===== config.mk =====
export PLATFORM = sky130hd
export DESIGN_NAME = computie_bus_trigger_capture
export DESIGN_NICKNAME = d
export VERILOG_FILES = /design/src/rtl/computie_bus_trigger_capture.sv
export SDC_FILE = /design/constraint.sdc
export NUM_CORES = 2
export LEC_CHECK = 0
export CORE_MARGIN = 1.5
export CORE_UTILIZATION = 30
export CTS_CLUSTER_SIZE = 40
export DETAILED_ROUTE_END_ITERATION = 10
export SYNTH_ARGS = -nofsm -noshare
export SYNTH_HDL_FRONTEND = slang
export SYNTH_SLANG_ARGS = --single-unit

===== constraint.sdc =====
create_clock -name comm_clock -period 7.2 [get_ports comm_clock]
set_input_delay 1.8 -clock comm_clock [delete_from_list [all_inputs] [get_ports comm_clock]]
set_output_delay 1.8 -clock comm_clock [all_outputs]
set_load 0.01 [all_outputs]

===== src/rtl/computie_bus_trigger_capture.sv =====
// Triggered capture engine for the Computie bus debugger.
// Synchronises the asynchronous bus, assembles one record per completed bus
// cycle into a circular buffer while armed, stops after a trigger plus a
// post-trigger window, then streams a framed dump over valid/ready.
module computie_bus_trigger_capture #(
   parameter int BITWIDTH    = 32,
   parameter int DEPTH       = 32,
   parameter int PRE_TRIGGER = 8
) (
   input  logic                comm_clock,
   input  logic                reset,
   input  logic                arm,
   input  logic                force_trigger,
   input  logic [BITWIDTH-1:0] trigger_addr,
   input  logic [BITWIDTH-1:0] trigger_mask,
   input  logic [1:0]          trigger_rw_mode,
   input  logic                cb_addr_strobe,
   input  logic                cb_data_strobe,
   input  logic                cb_read_write,
   input  logic [BITWIDTH-1:0] cb_addr_data_bus,
   output logic                out_valid,
   input  logic                out_ready,
   output logic [7:0]          out_data,
   output logic                armed,
   output logic                triggered,
   output logic                dump_end
);

   localparam int AW = $clog2(DEPTH);
   localparam int CW = AW + 1;
   localparam int EW = 8 + 2 * BITWIDTH;
   localparam int RB = 1 + 2 * (BITWIDTH / 8);
   localparam logic [CW-1:0] FULL      = CW'(DEPTH);
   localparam logic [CW-1:0] POST_INIT = CW'(DEPTH - PRE_TRIGGER - 1);
   localparam logic [3:0]    LAST_BYTE = 4'(RB - 1);

   typedef enum logic [1:0] {S_IDLE, S_ARMED, S_POST, S_DUMP} state_t;
   typedef enum logic [1:0] {D_HDR, D_CNT, D_REC, D_FIN} dphase_t;

   // Fill level saturates at DEPTH once the ring has wrapped.
   function automatic logic [CW-1:0] fill_inc(input logic [CW-1:0] f);
      return (f == FULL) ? f : f + CW'(1);
   endfunction

   state_t               state, state_nx;
   dphase_t              dph;

   logic                 as_p0, as_p1, as_p2;
   logic                 ds_p0, ds_p1, ds_p2;
   logic                 rw_p0, rw_p1;
   logic [BITWIDTH-1:0]  bus_p0, bus_p1;
   logic                 as_fall, as_rise, ds_hit;

   logic [BITWIDTH-1:0]  rec_addr, rec_data;
   logic                 rec_rw, rec_seen;

   logic                 vld_p3;
   logic [BITWIDTH-1:0]  c_addr_p3, c_data_p3;
   logic                 c_rw_p3, c_seen_p3;

   logic [AW-1:0]        wr_ptr, rd_idx, ram_addr, start_idx;
   logic [CW-1:0]        fill, post_count, recs_left, reads_left;
   logic                 force_pend, rw_ok, addr_hit;
   logic                 ram_we, trig_rec;
   logic [EW-1:0]        ram_wdata, ram_rdata, rec_sh;
   logic [EW-1:0]        mem [DEPTH];

   logic                 rd_go, rd_pend, buf_vld;
   logic [3:0]           byte_idx;
   logic                 slot_free, byte_take, rec_last, dump_done;

   // ---- stage p0..p2: strobe synchronisers plus edge register
   always_ff @(posedge comm_clock) begin
      if (reset) begin
         as_p0 <= 1'b1; as_p1 <= 1'b1; as_p2 <= 1'b1;
         ds_p0 <= 1'b1; ds_p1 <= 1'b1; ds_p2 <= 1'b1;
      end else begin
         as_p0 <= cb_addr_strobe; as_p1 <= as_p0; as_p2 <= as_p1;
         ds_p0 <= cb_data_strobe; ds_p1 <= ds_p0; ds_p2 <= ds_p1;
      end
   end

   // Bus value and direction travel alongside the strobes, two flops deep.
   always_ff @(posedge comm_clock) begin
      rw_p0  <= cb_read_write;
      rw_p1  <= rw_p0;
      bus_p0 <= cb_addr_data_bus;
      bus_p1 <= bus_p0;
   end

   assign as_fall = as_p2 & ~as_p1;
   assign as_rise = ~as_p2 & as_p1;
   assign ds_hit  = ds_p2 & ~ds_p1 & ~as_p1;

   // Latch address/data from the bus and form the committed record.
   always_ff @(posedge comm_clock) begin
      if (as_fall) begin
         rec_addr <= bus_p1;
         rec_rw   <= rw_p1;
      end
      if (ds_hit)
         rec_data <= bus_p1;
      if (as_rise) begin
         c_addr_p3 <= rec_addr;
         c_data_p3 <= rec_seen ? rec_data : '0;
         c_rw_p3   <= rec_rw;
      end
   end

   // ---- stage p3: record commit strobe and data-seen tracking
   always_ff @(posedge comm_clock) begin
      if (reset) begin
         rec_seen  <= 1'b0;
         vld_p3    <= 1'b0;
         c_seen_p3 <= 1'b0;
      end else begin
         vld_p3 <= as_rise;
         if (as_fall)
            rec_seen <= 1'b0;
         else if (ds_hit)
            rec_seen <= 1'b1;
         if (as_rise)
            c_seen_p3 <= rec_seen;
      end
   end

   // Trigger qualification on the committed record.
   always_comb begin
      rw_ok = 1'b0;
      case (trigger_rw_mode)
         2'd0:    rw_ok = 1'b1;
         2'd1:    rw_ok = c_rw_p3;
         2'd2:    rw_ok = ~c_rw_p3;
         default: rw_ok = 1'b0;
      endcase
   end

   assign addr_hit  = ((c_addr_p3 ^ trigger_addr) & trigger_mask) == '0;
   assign ram_we    = vld_p3 & ((state == S_ARMED) | (state == S_POST)) & ~arm;
   assign trig_rec  = ram_we & (state == S_ARMED) & (force_pend | (addr_hit & rw_ok));
   assign ram_wdata = {5'b0, trig_rec, c_seen_p3, c_rw_p3, c_addr_p3, c_data_p3};
   assign start_idx = (fill == FULL) ? wr_ptr : '0;
   assign ram_addr  = (state == S_DUMP) ? rd_idx : wr_ptr;

   // Dump handshake helpers.
   assign slot_free = ~out_valid | out_ready;
   assign byte_take = (state == S_DUMP) & (dph == D_REC) & slot_free & buf_vld;
   assign rec_last  = byte_take & (byte_idx == LAST_BYTE);
   assign rd_go     = (state == S_DUMP) & (dph != D_HDR) & (reads_left != '0) &
                      ~rd_pend & (~buf_vld | rec_last);
   assign dump_done = (state == S_DUMP) & (dph == D_FIN) & out_ready;

   // State register.
   always_ff @(posedge comm_clock) begin
      if (reset)
         state <= S_IDLE;
      else
         state <= state_nx;
   end

   // Next-state decode and status outputs.
   always_comb begin
      state_nx  = state;
      armed     = 1'b0;
      triggered = 1'b0;
      case (state)
         S_IDLE: begin
            if (arm) state_nx = S_ARMED;
         end
         S_ARMED: begin
            armed = 1'b1;
            if (arm)
               state_nx = S_ARMED;
            else if (trig_rec)
               state_nx = (POST_INIT == '0) ? S_DUMP : S_POST;
         end
         S_POST: begin
            armed     = 1'b1;
            triggered = 1'b1;
            if (arm)
               state_nx = S_ARMED;
            else if (ram_we && post_count == CW'(1))
               state_nx = S_DUMP;
         end
         S_DUMP: begin
            triggered = 1'b1;
            if (dump_done) state_nx = S_IDLE;
         end
         default: state_nx = S_IDLE;
      endcase
   end

   // Write pointer, fill level, post-trigger window and pending force.
   always_ff @(posedge comm_clock) begin
      if (reset) begin
         wr_ptr     <= '0;
         fill       <= '0;
         post_count <= '0;
         force_pend <= 1'b0;
      end else if (arm && state != S_DUMP) begin
         wr_ptr     <= '0;
         fill       <= '0;
         force_pend <= 1'b0;
      end else begin
         if (force_trigger && state == S_ARMED)
            force_pend <= 1'b1;
         if (ram_we) begin
            wr_ptr <= wr_ptr + AW'(1);
            fill   <= fill_inc(fill);
            if (trig_rec) begin
               force_pend <= 1'b0;
               post_count <= POST_INIT;
            end else if (state == S_POST) begin
               post_count <= post_count - CW'(1);
            end
         end
      end
   end

   // Single-port buffer, one-cycle read latency.
   always_ff @(posedge comm_clock) begin
      if (ram_we)
         mem[ram_addr] <= ram_wdata;
      ram_rdata <= mem[ram_addr];
   end

   // Record shift register feeding bytes MSB first.
   always_ff @(posedge comm_clock) begin
      if (rd_pend)
         rec_sh <= ram_rdata;
      else if (byte_take)
         rec_sh <= rec_sh << 8;
   end

   // Dump framing: header, count, then records read oldest first.
   always_ff @(posedge comm_clock) begin
      if (reset) begin
         out_valid  <= 1'b0;
         out_data   <= 8'h00;
         dump_end   <= 1'b0;
         dph        <= D_HDR;
         rd_pend    <= 1'b0;
         buf_vld    <= 1'b0;
         rd_idx     <= '0;
         byte_idx   <= '0;
         recs_left  <= '0;
         reads_left <= '0;
      end else begin
         dump_end <= 1'b0;
         rd_pend  <= rd_go;
         if (state != S_DUMP) begin
            dph       <= D_HDR;
            out_valid <= 1'b0;
            buf_vld   <= 1'b0;
         end else begin
            if (rd_go) begin
               rd_idx     <= rd_idx + AW'(1);
               reads_left <= reads_left - CW'(1);
            end
            case (dph)
               D_HDR: begin
                  out_valid  <= 1'b1;
                  out_data   <= 8'hA5;
                  dph        <= D_CNT;
                  rd_idx     <= start_idx;
                  reads_left <= fill;
                  recs_left  <= fill;
                  byte_idx   <= '0;
               end
               D_CNT: begin
                  if (slot_free) begin
                     out_data <= 8'(fill);
                     dph      <= (fill == '0) ? D_FIN : D_REC;
                  end
               end
               D_REC: begin
                  if (slot_free) begin
                     if (buf_vld) begin
                        out_valid <= 1'b1;
                        out_data  <= rec_sh[EW-1 -: 8];
                        if (byte_idx == LAST_BYTE) begin
                           byte_idx  <= '0;
                           buf_vld   <= 1'b0;
                           recs_left <= recs_left - CW'(1);
                           if (recs_left == CW'(1)) dph <= D_FIN;
                        end else begin
                           byte_idx <= byte_idx + 4'd1;
                        end
                     end else begin
                        out_valid <= 1'b0;
                     end
                  end
               end
               D_FIN: begin
                  if (out_ready) begin
                     out_valid <= 1'b0;
                     dump_end  <= 1'b1;
                  end
               end
               default: dph <= D_HDR;
            endcase
            if (rd_pend)
               buf_vld <= 1'b1;
         end
      end
   end

endmodule


; ---- Yosys cells after proc, flatten, opt, wreduce, memory -nomap -nowiden
; Memory sizes are Yosys's and may differ from the RTL's. A register that Yosys moved wholly into a read port is not among the register bits.
; Index checks and enable logic that the tools add are counted.
[totals]
regBits = 404
mem_bits_rw = 2144
input_bits = 106
out_inout_bits = 12
n_memories = 1
[memory_table]
columns = memory, words, word_bits, rd, rd_clocked_by_memory_dff, wr, line_no
row1 = mem, 32, 67, 1, 1, 1, 66  ; logic [EW-1:0] mem [DEPTH];
[classes]
addsub = 7
eq_ne = 23
n_mux = 54
bitwise = 37
reduce_logical = 34
[op_table]
columns = operator, n
row1 = 72-bit two-way mux, 2
row2 = 6-bit two-way mux, 7
row3 = 32-bit bitwise AND, 1
row4 = 32-bit zero test, 1
row5 = 32-bit bitwise XOR, 1
row6 = 8-bit two-way mux, 3
row7 = 8-bit case mux with 3 select lines, 1
row8 = 2-bit two-way mux, 11
row9 = 5-bit two-way mux, 4
row10 = 1-bit bitwise AND, 19
row11 = "6-bit by 1-bit subtractor with 6-bit output, second input constant", 3
row12 = 1-bit two-way mux, 17
row13 = "2-bit inequality test, second input constant", 7
row14 = 2-bit nonzero test, 7
row15 = "6-bit by 1-bit == test with 1-bit output, second input constant", 2
row16 = 4-bit two-way mux, 3
row17 = 1-bit NOT, 12
row18 = 6-bit case mux with 2 select lines, 1
row19 = "5-bit by 1-bit adder with 5-bit output, second input constant", 2
row20 = "2-bit == test, second input constant", 5
row21 = 5-bit AND reduction, 2
row22 = 2-bit OR reduction, 5
row23 = 2-bit case mux with 4 select lines, 1
row24 = 4-bit case mux with 2 select lines, 1
row25 = 21 further kinds, 37

; ---- Depth between registers and ports, before layout
[depth]
ltp_word = 9
mapped_depth = 10
depth_no_buf = 8

; ---- Worst setup path after synthesis
; Ideal clock, no wire load.
[synth_timing]
path_kind = input port to flip-flop
from = input arm
to = memory mem[0][0] (netlist name) (enable)
setup_ps = 493
arrival_ps = 5546
path_slack_ps = 1161
cell_stages = 5
n_path_buf = 2
cell_sequence = and3b_1 buf_2 clkbuf_1 nand3_1 nor2_1
[synth_via]
elab_chain_cells = 4
[synth_rtl]
columns = element, line_no
row1 = from (decl), 12  ; input logic arm,
row2 = 1-bit NOT, 139  ; assign ram_we = vld_p3 & ((state == S_ARMED) | (state == S_POST)) & ~arm;
row3 = 1-bit bitwise AND, 139
row4 = 1-bit two-way mux, 222  ; if (ram_we)
row5 = 1-bit two-way mux (not written as such), 223  ; mem[ram_addr] <= ram_wdata;
row6 = to (decl), 66
; Every way passes these cells.

; ---- Worst setup path in the final report
[layout_timing]
from = input arm
to = memory mem[15][66] (netlist name), data pin
[layout_via]
elab_chain_cells = 4
[layout_rtl]
columns = element, line_no
row1 = 1-bit NOT, 139
row2 = 1-bit bitwise AND, 139
row3 = 1-bit bitwise AND (2 in a row), 140  ; assign trig_rec = ram_we & (state == S_ARMED) & (force_pend | (addr_hit & rw_ok));
row4 = named net trig_rec, 64  ; logic ram_we, trig_rec;
; The timed path passes the listed nets, and every way through them passes these cells.

==> impl_metrics.py <==
metrics = {
    "outcome": {
        "status": "completed",
    },
    "route": {
        "vias": 45400,
        "drc": 0,
        "dr.pass1.iters": 5,
        "routed_wl_um": 251000,
        "post_drt_wl_per_cell_um": 28.2,
        "ant_nets": 0,
        "avgViaCountPerCell": 5.11,
        "drtIter0Drc": 5744,
    },
    "sta": {
        "max_slew_margin": 0.121,
        "fmax_mhz": 205,
        "hold_viol_final": 0,
        "tns_ns": 0,
        "setup_viol": 0,
        "timing.hold.ws_ns": 0.270,
        "post-route-period-util": 0.678,
        "tightest_slew_ns": 1.32,
        "grt_setup_unrepaired": "no",
        "slew_viol_final": 0,
        "fin_ws_ns": 2.32,
        "min_period_ns": 4.88,
        "finClkSkew_ns": 0.0994,
    },
    "layout": {
        "final_cell_mix": "2,346 x edfxtp_1, 536 x mux4_2, 278 x clkbuf_16",
        "stdcell_count": 8887,
        "fillCellCount": 28200,
        "post-route-util": 0.355,
        "synthToLayoutAreaGrowth_pct": 17.2,
        "fin_nets": 4670,
        "final_common_cell": "edfxtp_1",
        "drive_gt1_frac": 0.257,
    },
    "die": {
        "dieArea_um2": 316000,
        "start_util": 0.302,
        "die_w_um": 562,
        "rows": 204,
        "die_y_um": 562,
        "fp.coreArea_um2": 310000,
        "io_pins": 118,
    },
    "synthesis": {
        "synth.top_cell.area_share": 0.752,
        "syn_area_per_cell_um2": 22.4,
        "syn_nets": 4305,
        "synthesis.area_um2": 93700,
        "yosys_warnings": 0,
        "synth.area.top_cells": "edfxtp_1 75%, mux4_2 13%, dfxtp_1 4.2%, a22oi_1 2.2%, mux2_2 0.75%",
        "postSynthCellCount": 4177,
        "synthFlopType": "edfxtp_1",
        "yosys.area.top_type": "edfxtp_1",
        "ys_seq_area_frac": 0.794,
        "async_reset_ff_frac": 0,
        "synth_cell_types": 53,
        "synth-seq-cells": 2543,
        "synth-edff-count": 2346,
    },
    "clock_network": {
        "postCtsSetupRepairBufs": 0,
        "cts_buffer_depth": 4,
        "cts_made_buffers": 273,
        "cts.sinks": 2543,
        "root_buffer": "clkbuf_16",
        "holdBufCountCts": 0,
        "cts_resized": 0,
        "clkTransAtPathRegs_ns": 0.06,
        "cts_tree": "yes",
        "h-tree-depth": 5,
        "insertion_delay_ns": 0.92,
    },
    "worst_setup_path": {
        "critPathLaunchType": "input port",
        "crit_top_cell": "a21oi_1",
        "r2r-start": "state[1]",
        "cp_max_fo": 32,
        "critical_path_class": "input port to flip-flop",
        "r2r_slack_ns": 2.62,
        "crit_required_ns": 7.90,
        "arrival_ns": 5.59,
        "slowest_delay_ns": 0.74,
        "r2r-end": "mem[2][5]",
        "end_kind": "flip-flop",
        "cp_slowest_cell": "nand4b_1",
        "crit_path_cell_trace": "clkdlybuf4s50_1 > nand4b_1 > a21oi_1 > nand4_1 > nor3_1 > a21oi_1 > inv_1 > buf_4",
        "reg2reg_depth": 6,
        "critPathLaunch": "arm",
    },
    "place": {
        "pre_cts_slack_ns": 1.37,
        "place_congestion": 0.810,
        "hpwlAfterDp_um": 146000,
        "io_buffers": 117,
        "dp_cells": 8387,
    },
    "global_route": {
        "grt_max_degree": 127,
        "grt_pass1_wl_um": 351000,
        "grt_pass1_vias": 45300,
        "overflow": 0,
        "antenna_found_initial": 10,
        "track_usage": 0.156,
    },
    "pwr": {
        "p_leak_uw": 0.0342,
        "powerDensity_nw_per_um2": 274,
        "peakVddDrop_uv": 167,
    },
    "run": {
        "drv_cap": 0,
    },
    "min_path": {
        "hp-start": "rw_p0",
        "hp-class": "flip-flop to flip-flop",
        "hold_depth": 0,
        "hold_end": "rw_p1",
    },
}
==> area by class of cell <==
class                           count  area, um2  area share
Sequential cell                  2543      74400       0.678
Multi-Input combinational cell   1400      18500       0.169
Clock buffer                      355       7400      0.0674
Tap cell                         4120       5150      0.0470
Timing Repair Buffer              299       2750      0.0250
Clock inverter                    137       1450      0.0132
Inverter                           25       93.8    0.000855
Antenna cell                        8       20.0    0.000182
==> cell usage after synthesis (25+ instances only) <==
master,count
mux4_2,536
dfxtp_1,197
inv_1,25
a21oi_1,45
xor2_1,40
edfxtp_1,2346
and2_1,42
mux2_2,62
nand2_1,40
a22oi_1,275
nand4_1,63
clkbuf_1,83
buf_4,33
buf_2,74
nor2_1,92
==> sequential cells by signal, summed over array words and instances (netlist names), 8 cells and up <==
signal,cells
rec_data,32
bus_p1,32
mem,2144
c_data_p3,32
bus_p0,32
c_addr_p3,32
rec_sh,72
ram_rdata,67
out_data,8
rec_addr,32
==> cells by family after synthesis <==
family / Yosys count / synth area share
flip-flops: 2543 / 0.794
multiplexers: 620 / 0.139
AO/OA/AOI/OAI: 387 / 0.0297
AND/OR/NAND/NOR: 321 / 0.0177
buffers and inverters: 234 / 0.0119
XOR/XNOR: 50 / 0.00468
adder cells (fa/ha/maj): 22 / 0.00294
==> layer usage <==
layer  track usage  share of wire  vias to the layer above
met4        0.0490          0.029                        4
met5             0        0.00010                        -
met3        0.0259          0.083                      324
li1              -              -                    18400
met1         0.213           0.40                    24500
met2         0.253           0.48                     2182
==> critical path: cells and delay by family <==
family                 cells  cell delay [ns]
and+or+nand+nor            3             1.96
buffers and inverters      3             1.09
AOI/OAI and AO/OA          2             0.67
==> stage by stage <==
stage	area, um2	total power (uW)
after floorplan	93700	16400
after global placement	101000	16600
after detailed placement	101000	16600
after CTS	110000	30300
after global routing	110000	30900
final	110000	30100
==> report_power, final <==
part / switching, uW / leakage, uW / total, uW / internal (uW)
clock: 5840 / 0.00431 / 13800 / 7980
combinational: 163 / 0.00700 / 262 / 99.6
sequential: 27.0 / 0.0229 / 16000 / 16000
==> worst max-delay path by stage <==
stage	to	slack (ns)	cells past startpoint
floorplan	mem[0][0]	1.16	5
global placement	mem[7][66]	1.32	8
detailed placement	mem[15][66]	1.37	8
CTS	mem[14][66]	2.31	8
global route	mem[15][66]	2.27	8
finish	mem[15][66]	2.32	8
(Power assumes the default switching activity.)
